==> src/rtl/cdb_arbiter.sv <==
// cdb_arbiter: per-producer result FIFOs feeding one registered CDB broadcast via round-robin grant.
// Define CDB_ARB_FIXED_PRIO_EN to replace round-robin with fixed priority (producer 0 highest).
module cdb_arbiter #(
    parameter int NUM_REQ   = 3,
    parameter int DEPTH     = 2,
    parameter int ROB_WIDTH = 5
) (
    input  logic                           clk_in,
    input  logic                           rst_in,
    input  logic                           rdy_in,
    input  logic                           _clear,
    input  logic [NUM_REQ-1:0]             _req_valid,
    input  logic [NUM_REQ*ROB_WIDTH-1:0]   _req_rob_id,
    input  logic [NUM_REQ*32-1:0]          _req_value,
    output logic [NUM_REQ-1:0]             _req_full,
    output logic                           _cdb_ready,
    output logic [ROB_WIDTH-1:0]           _cdb_rob_id,
    output logic [31:0]                    _cdb_value,
    output logic [1:0]                     _cdb_src
);
    localparam int PW = $clog2(DEPTH);
    localparam int CW = PW + 1;
    localparam int EW = ROB_WIDTH + 32;

    logic [EW-1:0]        mem_q  [NUM_REQ][DEPTH];
    logic [EW-1:0]        mem_d  [NUM_REQ][DEPTH];
    logic [PW-1:0]        head_q [NUM_REQ];
    logic [PW-1:0]        head_d [NUM_REQ];
    logic [PW-1:0]        tail_q [NUM_REQ];
    logic [PW-1:0]        tail_d [NUM_REQ];
    logic [CW-1:0]        cnt_q  [NUM_REQ];
    logic [CW-1:0]        cnt_d  [NUM_REQ];
    logic                 ready_q, ready_d;
    logic [ROB_WIDTH-1:0] rob_q, rob_d;
    logic [31:0]          value_q, value_d;
    logic [1:0]           src_q, src_d;
    logic [1:0]           rr_q, rr_d;
    logic [1:0]           start, idx, grant;
    logic                 grant_vld, push, pop;
    logic [EW-1:0]        head_entry;

`ifdef CDB_ARB_FIXED_PRIO_EN
    assign start = 2'd0;
`else
    assign start = rr_q;
`endif

    assign _cdb_ready  = ready_q;
    assign _cdb_rob_id = rob_q;
    assign _cdb_value  = value_q;
    assign _cdb_src    = src_q;

    always_comb begin
        for (int i = 0; i < NUM_REQ; i++) _req_full[i] = cnt_q[i] == CW'(DEPTH);
    end

    // Scan from the highest offset down so the last hit is the first candidate after start.
    always_comb begin
        idx       = '0;
        grant     = '0;
        grant_vld = 1'b0;
        for (int k = NUM_REQ - 1; k >= 0; k--) begin
            idx = 2'((int'(start) + k) % NUM_REQ);
            if (cnt_q[idx] != '0) begin
                grant_vld = 1'b1;
                grant     = idx;
            end
        end
    end

    assign head_entry = mem_q[grant][head_q[grant]];

    always_comb begin
        mem_d   = mem_q;
        head_d  = head_q;
        tail_d  = tail_q;
        cnt_d   = cnt_q;
        ready_d = ready_q;
        rob_d   = rob_q;
        value_d = value_q;
        src_d   = src_q;
        rr_d    = rr_q;
        push    = 1'b0;
        pop     = 1'b0;
        if (rdy_in && _clear) begin
            for (int i = 0; i < NUM_REQ; i++) begin
                head_d[i] = '0;
                tail_d[i] = '0;
                cnt_d[i]  = '0;
            end
            ready_d = 1'b0;
        end else if (rdy_in) begin
            for (int i = 0; i < NUM_REQ; i++) begin
                push = _req_valid[i] && !_req_full[i];
                pop  = grant_vld && grant == 2'(i);
                if (push) begin
                    mem_d[i][tail_q[i]] = {_req_rob_id[i*ROB_WIDTH +: ROB_WIDTH], _req_value[i*32 +: 32]};
                    tail_d[i] = tail_q[i] + PW'(1);
                end
                if (pop) head_d[i] = head_q[i] + PW'(1);
                cnt_d[i] = cnt_q[i] + CW'(push) - CW'(pop);
            end
            ready_d = grant_vld;
            rob_d   = grant_vld ? head_entry[EW-1:32] : rob_q;
            value_d = grant_vld ? head_entry[31:0] : value_q;
            src_d   = grant_vld ? grant : src_q;
            rr_d    = !grant_vld ? rr_q : (grant == 2'(NUM_REQ - 1)) ? 2'd0 : grant + 2'd1;
        end
    end

    always_ff @(posedge clk_in) begin
        if (rst_in) begin
            mem_q   <= '{default: '0};
            head_q  <= '{default: '0};
            tail_q  <= '{default: '0};
            cnt_q   <= '{default: '0};
            ready_q <= 1'b0;
            rob_q   <= '0;
            value_q <= '0;
            src_q   <= '0;
            rr_q    <= '0;
        end else begin
            mem_q   <= mem_d;
            head_q  <= head_d;
            tail_q  <= tail_d;
            cnt_q   <= cnt_d;
            ready_q <= ready_d;
            rob_q   <= rob_d;
            value_q <= value_d;
            src_q   <= src_d;
            rr_q    <= rr_d;
        end
    end
endmodule
==> config.mk <==
export PLATFORM = sky130hd
export DESIGN_NAME = cdb_arbiter
export DESIGN_NICKNAME = d
export VERILOG_FILES = /design/src/rtl/cdb_arbiter.sv
export SDC_FILE = /design/constraint.sdc
export NUM_CORES = 1
export LEC_CHECK = 0
export CORE_UTILIZATION = 55
export CTS_BUF_LIST = sky130_fd_sc_hd__clkbuf_16
export CTS_CLUSTER_DIAMETER = 60
export DETAILED_ROUTE_END_ITERATION = 16
export GPL_TIMING_DRIVEN = 0
export MAX_ROUTING_LAYER = met4
export PLACE_DENSITY_LB_ADDON = 0.2
export SLEW_MARGIN = 30
export SYNTH_ARGS = -nofsm -noshare
export SYNTH_HDL_FRONTEND = slang
export SYNTH_SLANG_ARGS = --single-unit
==> constraint.sdc <==
create_clock -name clk_in -period 3.73 [get_ports clk_in]
set_input_delay 0.5595 -clock clk_in [delete_from_list [all_inputs] [get_ports clk_in]]
set_output_delay 0.5595 -clock clk_in [all_outputs]
set_load 0.02 [all_outputs]
* Yosys cells after proc, flatten, opt, wreduce, memory -nomap -nowiden
Cells that the tools add are included.
Storage, ports and cells: register bits 276, input port bits 118
Operators by class: $add $sub $neg 15, div/mod/pow operators 3, magnitude comparators 11, equal/unequal tests 5, multiplexer cells 34, bitwise operators 9, reduce and logical (&&, ||, !) cells 28
Operators by type and width (number):
- 74-bit bitwise mux | 3
- 37-bit two-way mux | 6
- 74-bit binary-select mux with 2-bit select | 1
- 74-bit two-way mux | 2
- 37-bit demux with 1-bit select | 3
- 32-bit by 3-bit modulo with 32-bit output (second input constant) | 2
- 3-bit by 3-bit modulo with 32-bit output (second input constant) | 1
- 2-bit two-way mux | 10
- 2-bit binary-select mux with 2-bit select | 3
- 3-bit greater-or-equal comparator (second input constant) | 4
- 2-bit NOT with 3-bit output | 4
- 2-bit AND reduction | 6
- 3-bit AND reduction | 4
- 1-bit logical AND | 10
- 2-bit == test (second input constant) | 4
- 2-bit greater-or-equal comparator (second input constant) | 4
- 1-bit NOT with 2-bit output | 4
- 1-bit adder (second input constant) | 6
- 2-bit by 1-bit adder with 2-bit output | 3
- 2-bit by 1-bit less-than comparator with 1-bit output (second input constant) | 3
- 2-bit nonzero test | 3
- 2-bit by 1-bit subtractor with 2-bit output | 3
- 1-bit two-way mux | 5
- 2-bit by 1-bit adder with 3-bit output (second input constant) | 1
- 8 further kinds | 10

* Depth between registers and ports, before layout
word-level depth 18, depth in mapped cells 17

* Least setup slack after synthesis
OpenSTA, ideal clock, no wires.
kind flip-flop to flip-flop, start register rr_q[0], end register cnt_q[5] (netlist bit), setup time 0.128 ns, data arrival time 2.647 ns, required time 3.602 ns, slack 0.956 ns, cell stages (with the launch flop) 17, period minus slack after synthesis 2.774 ns, cells stage by stage dfxtp_1 inv_1 ha_1 nand3_1 nand2_1 o22a_1 buf_2 clkbuf_1 buf_2 o221a_2 ha_1 inv_1 ha_1 xor2_1 nand2_1 xor2_1 nor2_1
Between the ends: word-level cells in the longest chain between the ends 13
Ends and longest elaborated chain:
- start, declared | RTL line 37 | logic [1:0] rr_q, rr_d;
- start signal, assigned | RTL line 131 | rr_q <= rr_d;
- 2-bit by 2-bit adder with 3-bit output | RTL line 63 | idx = 2'((int'(start) + k) % NUM_REQ);
- 32-bit by 3-bit modulo with 32-bit output | RTL line 63
- 2-bit NOT with 3-bit output (not written as such) | RTL line 64 | if (cnt_q[idx] != '0) begin
- 2-bit binary-select mux with 2-bit select | RTL line 64
- 2-bit two-way mux (not written as such) (2 in series) | RTL line 64
- 2-bit nonzero test | RTL line 64
- 2-bit two-way mux (3 in series) | RTL line 64
- 2-bit logical NOT | RTL line 95 | pop = grant_vld && grant == 2'(i);
- 1-bit logical AND (*) | RTL line 95
- 2-bit by 1-bit subtractor with 2-bit output (*) | RTL line 101 | cnt_d[i] = cnt_q[i] + CW'(push) - CW'(pop);
- end signal, assigned | RTL line 126 | cnt_q <= cnt_d;
- end, declared | RTL line 31 | logic [CW-1:0] cnt_q [NUM_REQ];
Mark *: on every way between the ends. The rest lies on a longest branch, timed or not. The select of a mux whose other input is x is not followed. A chain may end at the register's enable or synchronous reset.

* Worst setup path in the final report
start register rr_q[0], end register cnt_q[3] (netlist bit)
Between the ends: word-level cells in the longest chain between the ends 13
Ends and longest elaborated chain (RTL line):
- 2-bit by 2-bit adder with 3-bit output | 63
- 32-bit by 3-bit modulo with 32-bit output | 63
- 2-bit NOT with 3-bit output (not written as such) | 64
- 2-bit binary-select mux with 2-bit select | 64
- 2-bit two-way mux (not written as such) (2 in series) | 64
- 2-bit nonzero test | 64
- 2-bit two-way mux (3 in series) | 64
- 2-bit by 1-bit == test with 1-bit output | 95
- 1-bit logical AND (*) | 95
- 2-bit by 1-bit subtractor with 2-bit output (*) | 101
Marks and branches as above.

==> impl_metrics.csv <==
group,metric,value,unit
status,outcome,"finished, final reports clean",
synth,synth_ff_type,"dfxtp_1",
clocking,clk_pin_slew,0.06,ns
final_layout,drive_above_1_share,4.22,%
synth,synth-edff-count,0,
placement,pre_cts_ws,0.165,ns
synth,syn_area,0.0117,mm^2
sta,finalSetupTns,0,ns
die,fp-row-count,52,
synth,ys_seq_area_share,47.2,%
clocking,post_cts_buffers,0,
hold_path,hold_start,"mem_q[139]$_SDFFE_PP0P_",
sta,hold_violations,0,
worst_setup_path,cp_num_cells,14,
worst_setup_path,reg2reg_depth,14,
sta,fin_ws,0.517,ns
sta,period_share,86.1,%
sta,slew_viol_final,0,
worst_setup_path,cp.required,4.16,ns
final_layout,final_area,0.0146,mm^2
power,ir_drop,0.320,mV
placement,dpl_cell_area,0.0137,mm^2
final_layout,nets,1882,
job,maxCapViolCount,0,
worst_setup_path,r2r_setup_slack,0.52,ns
worst_setup_path,slowest_stage,"clkbuf_1",
clocking,cts_resized,0,
placement,place.gp.congestion,0.961,
placement,dp_cells,1996,
worst_setup_path,worstSetupPathType,"reg -> reg",
clocking,cts-root-buf,"clkbuf_16",
grt,grt_use_total,35.8,%
sta,rsz0062_at_grt,"false",
sta,worstMarginPinSlew,0.876,ns
worst_setup_path,cp-startpoint,"rr_q[0]$_SDFFE_PP0P_",
worst_setup_path,worst_setup_path_start_kind,"register",
placement,io_buffer_count,160,
detailed_routing,wire_per_inst,18.5,um
clocking,cts.sinks,276,
synth,syn_nets,1693,
worst_setup_path,r2r_start,"rr_q[0]$_SDFFE_PP0P_",
final_layout,nFillCells,1760,
worst_setup_path,worst-path-buf-inv,3,
grt,grt_max_degree,15,
sta,setup_viol,0,
clocking,cts_buffers,28,
detailed_routing,vias,11900,
final_layout,n_antenna_cell,0,
grt,antenna_found_initial,0,
grt,grt_pass1_vias,11300,
detailed_routing,routed_wl,37800,um
die,fp.dieW,148,um
synth,avgSynthCellArea,7.47,um^2
grt,grt_pass1_wl,59100,um
placement,dp.final_hpwl,26800,um
synth,yosysWarnings,0,
synth,synth.distinct_cells,41,
synth,synthArstFlopShare,0,%
power,p_leak,0.00491,uW
synth,ys_seq_elements,276,
final_layout,area_delta_synth_final,24.4,%
synth,synthCells,1566,
final_layout,final_cells,2047,
sta,post-route-min-period,3.21,ns
die,io_pins,161,
die,die_y,148,um
clocking,clk_latency,0.54,ns
detailed_routing,post_drt_via_cell_ratio,5.82,
clocking,htreeDepth,1,
detailed_routing,drtIter0Drc,1259,
clocking,cts_hold_buffers,0,
die,core_area,0.0206,mm^2
sta,fmax,0.311,GHz
die,initial_utilization,56.9,%
worst_setup_path,critical_path.top_delay_family,"adder cells",
power,p_total,8690,uW
worst_setup_path,crit_chain,"inv_1 > ha_1 > a211o_1 > a31o_2 > nand2_4 > clkbuf_1 > nor2_1 > ha_1 > inv_1 > ha_1 > xor2_1 > nand2_1 > xor2_1 > nor2_1",
worst_setup_path,cp_data_arrival_time,3.64,ns
detailed_routing,drc_errors,0,
clocking,clockBufferDepth,3,
grt,gr-total-overflow,0,
clocking,cts_tree,"done",
power,p_per_area,597,mW/mm^2
worst_setup_path,cp_max_fo,10,
worst_setup_path,crit_top_cell,"ha_1",
sta,finalClockSkew,0.00951,ns
worst_setup_path,cp-endpoint,"cnt_q[3]$_SDFFE_PP0P_",
worst_setup_path,r2r-end,"cnt_q[3]$_SDFFE_PP0P_",
hold_path,hold_path_class,"reg -> reg",
sta,max_slew_margin,41.3,%
die,dieArea,0.0219,mm^2
worst_setup_path,slowest_delay,0.46,ns
detailed_routing,postRouteAntennaNets,0,
detailed_routing,first_pass_iters,7,
worst_setup_path,cp-end-kind,"register",
[per-layer routing]
layer | wire (um) | global-route usage, % | up-vias | share of wire, %
met3 | 4190 | 6.45 | 102 | 11
li1 | - | - | 5618 | -
met5 | 0 | - | - | 0
met2 | 17100 | 56.5 | 679 | 45
met4 | 1330 | 13.7 | 0 | 3.5
met1 | 15200 | 45.7 | 5509 | 40
[cell usage after synthesis, types with 2 or more instances]
cell type / n / share of area [%]
clkbuf_1: 98 / 3.1
and2_1: 3 / 0.16
a21oi_2: 2 / 0.15
ha_1: 9 / 0.96
nor2_1: 131 / 4.2
a21oi_1: 228 / 9.8
or3_1: 4 / 0.21
xnor2_1: 2 / 0.15
nand2b_1: 8 / 0.43
a211oi_1: 3 / 0.19
nand2_1: 602 / 19
and3_1: 3 / 0.16
buf_1: 2 / 0.064
mux2i_1: 3 / 0.26
a31oi_1: 2 / 0.11
inv_1: 12 / 0.38
a211o_1: 2 / 0.15
o21ai_0: 3 / 0.13
nor2_2: 2 / 0.11
buf_4: 3 / 0.19
a21o_1: 2 / 0.13
a311oi_1: 37 / 2.8
nand3_1: 5 / 0.21
nor3_1: 6 / 0.26
dfxtp_1: 276 / 47
buf_2: 18 / 0.77
buf_6: 4 / 0.38
xor2_1: 10 / 0.75
a311o_1: 74 / 6.3
[worst min-delay path: cells and delay by family (launching register included)]
kind            cells  cell delay [ns]
compound gates      1             0.05
flops               1             0.31
simple gates        1             0.05
[per-stage QoR]
step,util (%),hold slack [ns]
after global placement,66.3,0.442
after CTS,70.8,0.455
after global routing,70.8,0.470
after detailed placement,66.4,0.447
after floorplan,-,0.437
final,70.8,0.455
[registers in the layout, indices dropped and copies added, names as in the netlist]
register,flops
_cdb_ready,1
_cdb_rob_id,5
_cdb_src,2
_cdb_value,32
cnt_q,6
head_q,3
mem_q,222
rr_q,2
tail_q,3
[worst min-delay path by stage]
| stage | endpoint | slack [ns] | depth (start not counted) |
|---|---|---|---|
| finish | mem_q[139]$_SDFFE_PP0P_ | 0.46 | 2 |
| floorplan | mem_q[100]$_SDFFE_PP0P_ | 0.44 | 2 |
| CTS | mem_q[186]$_SDFFE_PP0P_ | 0.45 | 2 |
| global route | mem_q[70]$_SDFFE_PP0P_ | 0.47 | 2 |
| global placement | mem_q[187]$_SDFFE_PP0P_ | 0.44 | 2 |
| detailed placement | mem_q[182]$_SDFFE_PP0P_ | 0.45 | 2 |
[placed cells by master (no fill, tap or decap), drive strengths merged, types with 2 or more instances in the layout]
cell type / instances
a211o: 2
a211oi: 3
a21o: 2
a21oi: 230
a311o: 74
a311oi: 37
a31oi: 3
and2: 3
and3: 3
buf: 27
bufinv: 3
clkbuf: 126
clkdlybuf4s50: 160
clkinv: 17
dfxtp: 276
ha: 9
inv: 14
mux2i: 3
nand2: 603
nand2b: 8
nand3: 5
nor2: 133
nor3: 6
o21ai: 5
or3: 4
xnor2: 2
xor2: 10
[where the power goes]
group          leakage, uW  internal (uW)  switching [uW]
sequential         0.00224           3150             143
combinational      0.00222            956            1660
clock             0.000449           1610            1180
[kinds of logic after synthesis]
group           after synthesis  share of synthesized area [%]
compound gates              361                           20.4
xor+xnor                     12                          0.898
fa+ha+maj                     9                          0.963
buf+inv                     137                           4.94
flops                       276                           47.2
mux                           3                          0.257
simple gates                768                           25.3
[final cells by class]
| type | instances | area [um^2] | share of cell area (%) |
|---|---|---|---|
| Tap cell | 270 | 338 | 2.32 |
| Buffer | 124 | 529 | 3.64 |
| Sequential cell | 276 | 5530 | 38.0 |
| Clock buffer | 29 | 726 | 4.99 |
| Multi-Input combinational cell | 1153 | 5610 | 38.5 |
| Timing Repair Buffer | 160 | 1600 | 11.0 |
| Inverter | 12 | 45.0 | 0.309 |
| Clock inverter | 23 | 179 | 1.23 |
(Power assumes the default switching activity.)
